**config.mk**
```make
export PLATFORM = sky130hd
export DESIGN_NAME = stopwatch_ctrl_flat
export DESIGN_NICKNAME = d
export VERILOG_FILES = /design/src/rtl/stopwatch_ctrl_if.sv /design/src/rtl/stopwatch_ctrl.sv /design/src/flat_wrapper.sv
export SDC_FILE = /design/constraint.sdc
export NUM_CORES = 1
export LEC_CHECK = 0
export BUFFER_PORTS_ARGS = -buffer_cell sky130_fd_sc_hd__buf_4
export CAP_MARGIN = 20
export CORE_ASPECT_RATIO = 0.6
export CORE_UTILIZATION = 59
export CTS_CLUSTER_DIAMETER = 120
export CTS_CLUSTER_SIZE = 8
export DETAILED_ROUTE_END_ITERATION = 7
export HOLD_SLACK_MARGIN = 0.05
export PLACE_DENSITY = 0.83
export SETUP_SLACK_MARGIN = 0.1
export SLEW_MARGIN = 20
export SYNTH_ARGS = -nofsm -noshare
export SYNTH_HDL_FRONTEND = slang
export SYNTH_SLANG_ARGS = --single-unit
export TNS_END_PERCENT = 10
```
**constraint.sdc**
```tcl
create_clock -name clk -period 3.45 [get_ports clk]
set_input_delay 0.5175 -clock clk [delete_from_list [all_inputs] [get_ports clk]]
set_output_delay 0.5175 -clock clk [all_outputs]
set_load 0.01 [all_outputs]
```
**src/rtl/stopwatch_ctrl_if.sv**
```systemverilog
// Button/display bundle of the stopwatch controller: debounced button pulses in,
// BCD display word and status flags out.
interface stopwatch_ctrl_if;
  logic        btn_start_stop;
  logic        btn_lap;
  logic        btn_clear;
  logic [23:0] disp_bcd;
  logic        running;
  logic        lap_active;
  logic        wrap;

  modport master (
    output btn_start_stop, btn_lap, btn_clear,
    input  disp_bcd, running, lap_active, wrap
  );

  modport slave (
    input  btn_start_stop, btn_lap, btn_clear,
    output disp_bcd, running, lap_active, wrap
  );
endinterface

```
**src/rtl/stopwatch_ctrl.sv**
```systemverilog
// Stopwatch controller: synchronises the 100 Hz tick, sequences an MM:SS.cc BCD
// counter with start/stop/lap/clear, and shows either the live count or a lap value.
module stopwatch_ctrl #(
  parameter int unsigned MINUTE_LIMIT = 59
) (
  input  logic            clk,
  input  logic            rst_n,
  input  logic            tick_in,
  stopwatch_ctrl_if.slave sw
);

  typedef enum logic [1:0] {IDLE, RUN, LAP, PAUSE} state_e;

  typedef struct packed {
    logic [3:0] min_t;
    logic [3:0] min_u;
    logic [3:0] sec_t;
    logic [3:0] sec_u;
    logic [3:0] cs_t;
    logic [3:0] cs_u;
  } bcd_t;

  localparam logic [3:0] LIM_T = 4'(MINUTE_LIMIT / 10);
  localparam logic [3:0] LIM_U = 4'(MINUTE_LIMIT % 10);

  logic   s1, s2, s3;
  logic   tick_evt;
  state_e state, state_nxt;
  bcd_t   count, count_inc, lap_reg;
  logic   do_ss, do_clear, do_lap;
  logic   counting, at_limit, latch_lap, zero_all;
  logic   wrap_q;

  // NOTE: non-blocking assignments make s1->s2->s3 a real shift register;
  // blocking ones would collapse the chain into a single flop.
  always_ff @(posedge clk or negedge rst_n) begin
    if (!rst_n) begin
      s1 <= 1'b0;
      s2 <= 1'b0;
      s3 <= 1'b0;
    end else begin
      s1 <= tick_in;
      s2 <= s1;
      s3 <= s2;
    end
  end

  assign tick_evt = s2 & ~s3;

  // start_stop beats clear, clear beats lap; losers are simply dropped.
  assign do_ss    = sw.btn_start_stop;
  assign do_clear = sw.btn_clear & ~sw.btn_start_stop;
  assign do_lap   = sw.btn_lap & ~sw.btn_start_stop & ~sw.btn_clear;

  always_ff @(posedge clk or negedge rst_n) begin
    if (!rst_n) state <= IDLE;
    else        state <= state_nxt;
  end

  // NOTE: every output of a combinational block gets a default first, so no
  // branch can leave it unassigned and infer a latch.
  always_comb begin
    state_nxt = state;
    latch_lap = 1'b0;
    zero_all  = 1'b0;
    case (state)
      IDLE:  if (do_ss) state_nxt = RUN;
      RUN: begin
        if (do_ss) state_nxt = PAUSE;
        else if (do_lap) begin
          state_nxt = LAP;
          latch_lap = 1'b1;
        end
      end
      LAP: begin
        if (do_ss)         state_nxt = PAUSE;
        else if (do_clear) state_nxt = RUN;
        else if (do_lap)   latch_lap = 1'b1;
      end
      PAUSE: begin
        if (do_ss) state_nxt = RUN;
        else if (do_clear) begin
          state_nxt = IDLE;
          zero_all  = 1'b1;
        end
      end
      default: state_nxt = IDLE;
    endcase
  end

  always_comb begin
    sw.running    = (state == RUN) || (state == LAP);
    sw.lap_active = (state == LAP);
    sw.disp_bcd   = (state == LAP) ? lap_reg : count;
  end

  assign sw.wrap  = wrap_q;
  assign counting = tick_evt && ((state == RUN) || (state == LAP));

  // Ripple BCD increment; the all-digits-max check wraps the whole count to zero.
  always_comb begin
    count_inc = count;
    at_limit  = (count.min_t == LIM_T) && (count.min_u == LIM_U) &&
                (count.sec_t == 4'd5) && (count.sec_u == 4'd9) &&
                (count.cs_t == 4'd9) && (count.cs_u == 4'd9);
    if (at_limit) begin
      count_inc = '0;
    end else if (count.cs_u != 4'd9) begin
      count_inc.cs_u = count.cs_u + 4'd1;
    end else begin
      count_inc.cs_u = 4'd0;
      if (count.cs_t != 4'd9) begin
        count_inc.cs_t = count.cs_t + 4'd1;
      end else begin
        count_inc.cs_t = 4'd0;
        if (count.sec_u != 4'd9) begin
          count_inc.sec_u = count.sec_u + 4'd1;
        end else begin
          count_inc.sec_u = 4'd0;
          if (count.sec_t != 4'd5) begin
            count_inc.sec_t = count.sec_t + 4'd1;
          end else begin
            count_inc.sec_t = 4'd0;
            if (count.min_u != 4'd9) begin
              count_inc.min_u = count.min_u + 4'd1;
            end else begin
              count_inc.min_u = 4'd0;
              count_inc.min_t = count.min_t + 4'd1;
            end
          end
        end
      end
    end
  end

  // lap_reg samples count before this cycle's increment lands.
  always_ff @(posedge clk or negedge rst_n) begin
    if (!rst_n) begin
      count   <= '0;
      lap_reg <= '0;
      wrap_q  <= 1'b0;
    end else begin
      wrap_q <= counting && at_limit;
      if (zero_all) begin
        count   <= '0;
        lap_reg <= '0;
      end else begin
        if (counting)  count   <= count_inc;
        if (latch_lap) lap_reg <= count;
      end
    end
  end

endmodule

```
**src/flat_wrapper.sv**
```systemverilog
// flat-port wrapper written by rule: the top's interface ports become plain ports
module stopwatch_ctrl_flat 
#(
  parameter int unsigned MINUTE_LIMIT = 59
)
  (clk, rst_n, tick_in, sw_btn_start_stop, sw_btn_lap, sw_btn_clear, sw_disp_bcd, sw_running, sw_lap_active, sw_wrap);
  stopwatch_ctrl_if sw_i ();
  input  logic clk;
  input  logic rst_n;
  input  logic tick_in;
  input wire logic [$bits(sw_i.btn_start_stop)-1:0] sw_btn_start_stop;
  input wire logic [$bits(sw_i.btn_lap)-1:0] sw_btn_lap;
  input wire logic [$bits(sw_i.btn_clear)-1:0] sw_btn_clear;
  output wire logic [$bits(sw_i.disp_bcd)-1:0] sw_disp_bcd;
  output wire logic [$bits(sw_i.running)-1:0] sw_running;
  output wire logic [$bits(sw_i.lap_active)-1:0] sw_lap_active;
  output wire logic [$bits(sw_i.wrap)-1:0] sw_wrap;
  assign sw_i.btn_start_stop = sw_btn_start_stop;
  assign sw_i.btn_lap = sw_btn_lap;
  assign sw_i.btn_clear = sw_btn_clear;
  assign sw_disp_bcd = sw_i.disp_bcd;
  assign sw_running = sw_i.running;
  assign sw_lap_active = sw_i.lap_active;
  assign sw_wrap = sw_i.wrap;
  stopwatch_ctrl #(.MINUTE_LIMIT(MINUTE_LIMIT)) u_core (.clk(clk), .rst_n(rst_n), .tick_in(tick_in), .sw(sw_i));
endmodule
```
==> results.toml, run 1 <==
[global_route]
grt_pass1_vias = 2128
grt_pass1_wl_mm = 10.3
grt.busiest_layer = "met1"
grt_max_degree = 55
met2_usage_pct = 36.8
track_usage_pct = 25.2
antenna_found_initial = 0
gr-usage-met3_pct = 4.74
grt_use_met1_pct = 39.1
overflow = 0

[run]
cap_violations = 0

[sta]
hold_violations = 0
rsz0062_at_grt = "no"
finalCritPeriodShare_pct = 84.1
skew_ps = 9.46
relSlewSlack_pct = 55.3
report.final.slew_viol_count = 0
fin_tns_setup_ps = 0
finalCriticalPeriod_ps = 2900
finalSetupViolations = 0
clock.fmax_ghz = 0.345
worstMarginPinSlew_ps = 671

[routing]
drtIter0Drc = 152
drt-total-wl_mm = 6.07
vias = 2218
routedWlPerCell_um = 15.5
drt-vias-per-instance = 5.64
antenna_left = 0
firstDrtPassIters = 4
drc_errors = 0

[setup_path]
required_ps = 2930
critPathCaptureType = "primary output"
start_kind = "register"
critical_path.max_fanout = 18
critPathKind = "reg -> out"
worstRegToRegCells = 8
cp.arrival_ps = 2390

[cells_and_area]
final_cell_mix = "nand2_1, dfrtp_1, o21ai_0"
postLayoutCellArea_um2 = 3340
area_delta_synth_final_pct = 12.8
layout_commonest_cell = "nand2_1"
regArea_um2 = 1350
layout.nets = 352
nFillCells = 382
multi_input_area_um2 = 1530
drive_above_1_share_pct = 23.9
antenna_cells = 0

[place]
routabilityCongestion = 0.816
port-buffer-count = 32
placed_cell_area_um2 = 3250
dp_hpwl_mm = 4.19

[clock_network]
ctsResizeCount = 0
clock_sinks = 54
cts_root_buf = "clkbuf_8"
numCtsBuffers = 5
ctsHoldBuffers = 0
cts_max_path_buffers = 2
cts-htree-levels = 2
post-cts-setup-buffer-count = 0
clkSlewWorstSetupHoldPaths_ps = 90
cts_tree = "done"
insertion_delay_ps = 310

[yosys]
ys_seq_elements = 54
synthXorXnorAreaFrac_pct = 2.07
synth_top_family_by_area = "simple AND/OR/NAND/NOR gates"
synth-compound-area-share_pct = 14.6
synthCells = 300
synth_fa_ha_area_share_pct = 7.17
ys_warn_count = 0
synth-seq-area-share_pct = 45.6
synth_fp_nets = 323
yosysUniqueCellTypes = 44
synthMuxAreaShare_pct = 7.93
yosys.area_share.simple_pct = 19.7
ys_async_sr_fraction_pct = 100
synthFlopType = "dfrtp_1"
syn_area_um2 = 2970
synth_edf_count = 0
syn_area_per_cell_um2 = 9.88

[floorplan]
fp.dieH_um = 56.9
initial_core_util_pct = 63.0
rows = 19
dieWidth_um = 93.5
coreArea_um2 = 4710
num_io_pins = 33
die_area_um2 = 5320

[pwr]
p_leak_nw = 1.63
cellPowerDensity_nw_per_um2 = 602
ir_worst_vdd_v = 0.000463

[outcome]
status = "complete, no violations"

[hold_path]
hold_path.class = "in -> async"
cells by family (layout without fill, tap and decap cells):
group	Yosys count	count (layout)
AO/OA/AOI/OAI	64	64
XOR/XNOR	7	7
adder cells (fa/ha/maj)	17	17
buffers and inverters	22	52
flip-flops	54	54
multiplexers	21	21
AND/OR/NAND/NOR	115	115
layer usage:
layer	vias up	part of all wire, %	wire [µm]
met1	1075	53	3210
met5	-	0	0
li1	1092	-	-
met3	9	3.3	203
met4	0	1.2	75
met2	42	43	2580
worst max-delay path: stages, from the launching register on:
cell and delay, ps:
dfrtp_1 430, inv_1 160, ha_1 610, buf_4 360, mux2_2 370, buf_4 140
worst paths after layout:
path,startpoint,endpoint,slack (ps)
setup / recovery,u_core.state[0],sw_disp_bcd[7],550
hold / removal,rst_n,u_core.lap_reg[0],240
hold reg to reg,u_core.s1,u_core.s2,370
setup reg to reg,u_core.state[0],u_core.lap_reg[9],880
max in group asynchronous,rst_n,u_core.lap_reg[18],2760
min in group clk,tick_in,u_core.s1,320
layout make-up:
class | instances | area share, %
Clock buffer | 7 | 2.58
Clock inverter | 1 | 0.150
Sequential cell | 54 | 40.4
Tap cell | 63 | 2.36
Inverter | 10 | 1.12
Timing Repair Buffer | 34 | 7.63
Multi-Input combinational cell | 224 | 45.8
cells in the mapped netlist, types with 2 or more instances:
library cell	n	share of area, %
a211oi_1	2	0.51
a21o_1	3	0.76
a21oi_1	3	0.51
and2_1	2	0.42
and3_1	3	0.63
buf_2	3	0.51
clkbuf_1	9	1.1
dfrtp_1	54	46
ha_1	17	7.2
inv_1	10	1.3
mux2_2	20	7.6
nand2_1	67	8.5
nand3_1	6	1.0
nand3b_1	5	1.3
nand3b_4	3	2.0
nand4_1	2	0.42
nor2_1	11	1.4
nor3_1	3	0.51
o21ai_0	38	6.4
o21ai_2	3	0.89
o21bai_1	2	0.51
o2bb2ai_2	2	1.0
o31ai_1	2	0.51
o31ai_4	2	1.4
o41ai_1	2	0.59
or2b_1	2	0.51
or3_1	2	0.42
xor2_1	6	1.8
power breakdown:
part	internal (mW)	switching, mW
clock	0.162	0.197
sequential	0.742	0.135
combinational	0.361	0.416
total	1.27	0.748
per-stage QoR:
stage	worst slack (ps)	hold slack [ps]	power (mW)	utilization, %	std cells
2_1_floorplan	1230	222	1.39	-	300
3_3_place_gp	960	348	1.63	69.1	385
3_5_place_dp	915	350	1.66	69.1	385
4_1_cts	572	260	2.02	71.1	393
5_1_grt	441	289	2.15	71.1	393
6_report	547	238	2.01	71.1	393
Power figures use the tool's default switching activity.
==> run 2: changes to the inputs <==
- ABC_AREA: default -> 1
- CORE_UTILIZATION: 59 -> 52
- PLACE_DENSITY: 0.83 -> 0.78
- clock period: 3.45 -> 2.5 ns (I/O delays scaled with it)
==> run 2 against run 1 <==
Hold slack worse by 140 ps. Cell area down 1.2%. Synthesized cell count up 17%. First-iteration DRC count up 3.3%. Flip-flop and latch count unchanged. Non-clock buffer count up 3. Clock power up 63%. Register-to-register slack worse by 440 ps. Critical path type unchanged. Highest routed layer unchanged.
==> results.toml, run 2 <==
[outcome]
status = "complete, no violations"

[clock_network]
clkSlewWorstSetupHoldPaths_ps = 100
cts_tree = "done"
cts_max_path_buffers = 2
cts_root_buf = "clkbuf_8"
cts-htree-levels = 2
ctsHoldBuffers = 0
clock_sinks = 54
ctsResizeCount = 0
insertion_delay_ps = 300
post-cts-setup-buffer-count = 0
numCtsBuffers = 5

[floorplan]
coreArea_um2 = 5200
dieWidth_um = 98.3
num_io_pins = 33
rows = 20
fp.dieH_um = 59.8
die_area_um2 = 5880
initial_core_util_pct = 55.6

[yosys]
syn_area_um2 = 2900
synth-seq-area-share_pct = 46.7
synth_edf_count = 0
synth_fp_nets = 373
yosys-top-cells-count = "nand2_1, o21ai_0, dfrtp_1"
yosysUniqueCellTypes = 28
synthCells = 350
synth_top_cell_by_area = "dfrtp_1"
ys_async_sr_fraction_pct = 100
ys_seq_elements = 54
synth_top_area_share_pct = 46.7
ys_warn_count = 0
syn_area_per_cell_um2 = 8.27
synthFlopType = "dfrtp_1"
ys_top_cells_by_area = "dfrtp_1, o21ai_0, nand3_1"

[routing]
drt-vias-per-instance = 5.56
antenna_left = 0
firstDrtPassIters = 7
drc_errors = 0
drt-total-wl_mm = 6.50
drtIter0Drc = 157
vias = 2484
routedWlPerCell_um = 14.5

[sta]
clock.fmax_ghz = 0.460
report.final.slew_viol_count = 0
worstMarginPinSlew_ps = 678
skew_ps = 3.47
finalSetupViolations = 0
relSlewSlack_pct = 54.8
fin_tns_setup_ps = 0
timing.hold.ws_ps = 102
finalCriticalPeriod_ps = 2170
rsz0062_at_grt = "no"
hold_violations = 0
finalCritPeriodShare_pct = 87.0
fin_ws_ps = 325

[setup_path]
cp.arrival_ps = 1800
cp_common_cell = "buf_4"
cpPeakStageDelay_ps = 430
crit_chain = "inv_1 > ha_1 > buf_4 > nand2_1 > o21ai_0 > buf_4"
required_ps = 2120
critPathTopFamily = "buffers and inverters"
critPathCaptureType = "primary output"
critPathBufInv = 3
critPathKind = "reg -> out"
crit_slowest_cell = "dfrtp_1"
start_kind = "register"
critical_path.max_fanout = 34

[global_route]
antenna_found_initial = 0
grt_pass1_wl_mm = 11.2
track_usage_pct = 24.7
overflow = 0
grt_pass1_vias = 2296
grt_max_degree = 55

[place]
placedCellCount = 439
pre_cts_ws_ps = 509
port-buffer-count = 32
placed_cell_area_um2 = 3200
dp_hpwl_mm = 4.53
routabilityCongestion = 0.858

[cells_and_area]
postLayoutCellArea_um2 = 3300
drive_above_1_share_pct = 14.2
area_delta_synth_final_pct = 14.1
layout.nets = 403
final_cell_mix = "nand2_1, o21ai_0, dfrtp_1"
nFillCells = 429
antenna_cells = 0
finalNonFillerCells = 447

[hold_path]
hold_path.class = "in -> async"

[pwr]
cellPowerDensity_nw_per_um2 = 721
p_leak_nw = 1.63
ir_worst_vdd_v = 0.000365

[run]
cap_violations = 0
[run 2: cell count changes after synthesis, moves of 8 or more]
cell	delta
inv_1	+29
nand3_1	+44
o21ai_0	+21
mux2_2	-20
nand2_1	-8
nor2_1	+8
o21ai_1	+8
[run 2: cells by family after synthesis]
kind of cell | Yosys count | share of synthesized area, %
XOR/XNOR | 7 | 2.12
adder cells (fa/ha/maj) | 17 | 7.35
AO/OA/AOI/OAI | 77 | 13.6
buffers and inverters | 54 | 7.39
flip-flops | 54 | 46.7
AND/OR/NAND/NOR | 141 | 22.9
[run 2: final cells by class]
type,instances,area (µm²),area share [%]
Sequential cell,54,1350,40.9
Multi-Input combinational cell,242,1340,40.4
Timing Repair Buffer,37,278,8.41
Inverter,40,150,4.54
Tap cell,66,82.6,2.50
Clock buffer,7,76.3,2.31
Clock inverter,1,30.0,0.909
[run 2: final timing paths]
path / slack [ps] / cells past startpoint / start / endpoint
setup / recovery: 330 / 6 / u_core.state[0] / sw_disp_bcd[11]
hold / removal: 100 / 1 / rst_n / u_core.lap_reg[1]
setup reg to reg: 440 / 9 / u_core.state[1] / u_core.count[18]
hold reg to reg: 360 / 0 / u_core.s1 / u_core.s2
max in group asynchronous: 1950 / 1 / rst_n / u_core.count[7]
min in group clk: 170 / 1 / tick_in / u_core.s1
[run 2: layer usage]
layer  vias to the layer above  wire, µm  track usage [%]
met2                        79      2920             38.1
met5                         -         0                0
li1                       1218         -                -
met1                      1179      3130             35.2
met4                         0        69             9.17
met3                         8       374             4.56
[run 2: power breakdown]
part           switching (mW)  total, mW  internal, mW  leakage, nW
combinational           0.472      0.739         0.267        0.838
clock                   0.285      0.585         0.300       0.0524
sequential             0.0904       1.06         0.968        0.736
[run 2: metrics by stage]
stage	total power, mW	util, %
after detailed placement	1.80	61.4
after floorplan	1.51	-
final	2.38	63.5
after global placement	1.76	61.4
after CTS	2.38	63.5
after global routing	2.53	63.5
[run 2: worst register-to-register path: cells and delay by family (launching register included)]
kind	cells	cell delay, ps
AOI/OAI and AO/OA	1	60
adders and majority gates	1	380
buffers and inverters	1	140
DFF	1	430
and+or+nand+nor	6	950
==> run 3: changes to the inputs <==
- CORE_MARGIN: default -> 3
==> run 3 against run 2 <==
Core utilization shrank 0.29 points. Global-route usage shrank 3.7 points. Setup slack gained 26 ps. Die area grew 11%. Non-clock buffer count is the same. Hold slack lost 11 ps. Count of clock-buffer cells in the layout is the same.
==> results.toml, run 3 (synthesized netlist as in run 2, its figures left out) <==
[setup_path]
start_kind = "register"
critPathCaptureType = "primary output"
critical_path.max_fanout = 34
required_ps = 2120
critPathBufInv = 3
crit_chain = "inv_1 > ha_1 > buf_4 > nand2_1 > o21ai_0 > buf_4"
cp_common_cell = "buf_4"
crit_slowest_cell = "dfrtp_1"
cpPeakStageDelay_ps = 440
cp.arrival_ps = 1770
critPathKind = "reg -> out"
critPathTopFamily = "buffers and inverters"

[cells_and_area]
antenna_cells = 0
layout.nets = 403
area_delta_synth_final_pct = 13.6
finalNonFillerCells = 447
drive_above_1_share_pct = 14.4
final_cell_mix = "nand2_1, o21ai_0, dfrtp_1"

[clock_network]
insertion_delay_ps = 310
cts-htree-levels = 2
cts_tree = "done"
clkSlewWorstSetupHoldPaths_ps = 90
numCtsBuffers = 5
ctsResizeCount = 0
post-cts-setup-buffer-count = 0
clock_sinks = 54
cts_root_buf = "clkbuf_8"
ctsHoldBuffers = 0
cts_max_path_buffers = 2

[pwr]
p_comb_share_pct = 31.6
power_switching_uw = 830
p_leak_nw = 1.62
internal-power_mw = 1.46
p_sw_share_pct = 36.3
power_mw = 2.29
p_clk_share_pct = 22.2
cellPowerDensity_nw_per_um2 = 696
p_seq_share_pct = 46.2
ir_worst_vdd_v = 0.000398

[global_route]
grt_max_degree = 55
track_usage_pct = 21.0
antenna_found_initial = 0
grt_pass1_vias = 2390
grt_pass1_wl_mm = 11.0
overflow = 0

[place]
port-buffer-count = 32
routabilityCongestion = 0.834
dp_hpwl_mm = 4.49
pre_cts_ws_ps = 560
placedCellCount = 439

[routing]
drt-total-wl_mm = 6.26
antenna_left = 0
firstDrtPassIters = 4
drc_errors = 0
routedWlPerCell_um = 14.0
drt-vias-per-instance = 5.37
vias = 2401
drtIter0Drc = 100

[sta]
clock.fmax_ghz = 0.465
finalCritPeriodShare_pct = 85.9
finalSetupViolations = 0
relSlewSlack_pct = 55.2
fin_ws_ps = 352
rsz0062_at_grt = "no"
hold_violations = 0
report.final.slew_viol_count = 0
worstMarginPinSlew_ps = 673
skew_ps = 6.54
fin_tns_setup_ps = 0
finalCriticalPeriod_ps = 2150

[floorplan]
rows = 20
fp.dieH_um = 63.8
dieWidth_um = 102
num_io_pins = 33
initial_core_util_pct = 55.6
coreArea_um2 = 5200
die_area_um2 = 6530

[outcome]
status = "complete, no violations"

[run]
cap_violations = 0

[hold_path]
hold_path.class = "in -> async"
-- run 3: cell types whose count changed in the layout (fill, tap and decap cells not counted) --
cell | before | now
bufinv_16 | 1 | 0
clkbuf_1 | 2 | 1
clkbuf_8 | 5 | 6
clkinv_2 | 0 | 1
-- run 3: per-layer routing --
metal | track usage (%) | wire [µm] | vias up
li1 | - | - | 1213
met5 | 0 | 0 | -
met2 | 32.4 | 2710 | 47
met4 | 4.09 | 43 | 0
met1 | 31.1 | 3250 | 1136
met3 | 4.14 | 255 | 5
-- run 3: power groups by stage --
stage	clock network (mW)	registers, mW	logic [mW]
floorplan	0	1.05	0.461
global placement	0	1.06	0.700
detailed placement	0	1.07	0.725
CTS	0.517	1.05	0.731
global route	0.555	1.07	0.813
finish	0.509	1.06	0.722
-- run 3: area by class of cell --
| type | count | area (µm²) |
|---|---|---|
| flip-flops and latches | 54 | 1350 |
| clock inverters | 1 | 5.00 |
| clock buffers | 7 | 86.3 |
| fillers | 448 | 1920 |
| inverters | 40 | 150 |
| multi-input cells | 242 | 1340 |
| repair buffers | 37 | 278 |
| well taps | 66 | 82.6 |
-- run 3: through the flow --
step	utilization [%]	cell area, µm²	hold WS (ps)
floorplan	-	2900	79.4
global placement	61.4	3200	339
detailed placement	61.4	3200	359
CTS	63.2	3290	129
global route	63.2	3290	154
finish	63.2	3290	90.8
-- run 3: final timing paths --
path / slack (ps) / end / startpoint / cells after the start
max in group asynchronous: 1960 / u_core.lap_reg[9] / rst_n / 1
setup / recovery: 350 / sw_disp_bcd[7] / u_core.state[0] / 6
setup reg to reg: 530 / u_core.count[21] / u_core.state[0] / 9
hold / removal: 90 / u_core.lap_reg[1] / rst_n / 1
min in group clk: 180 / u_core.s1 / tick_in / 1
hold reg to reg: 380 / u_core.s2 / u_core.s1 / 0
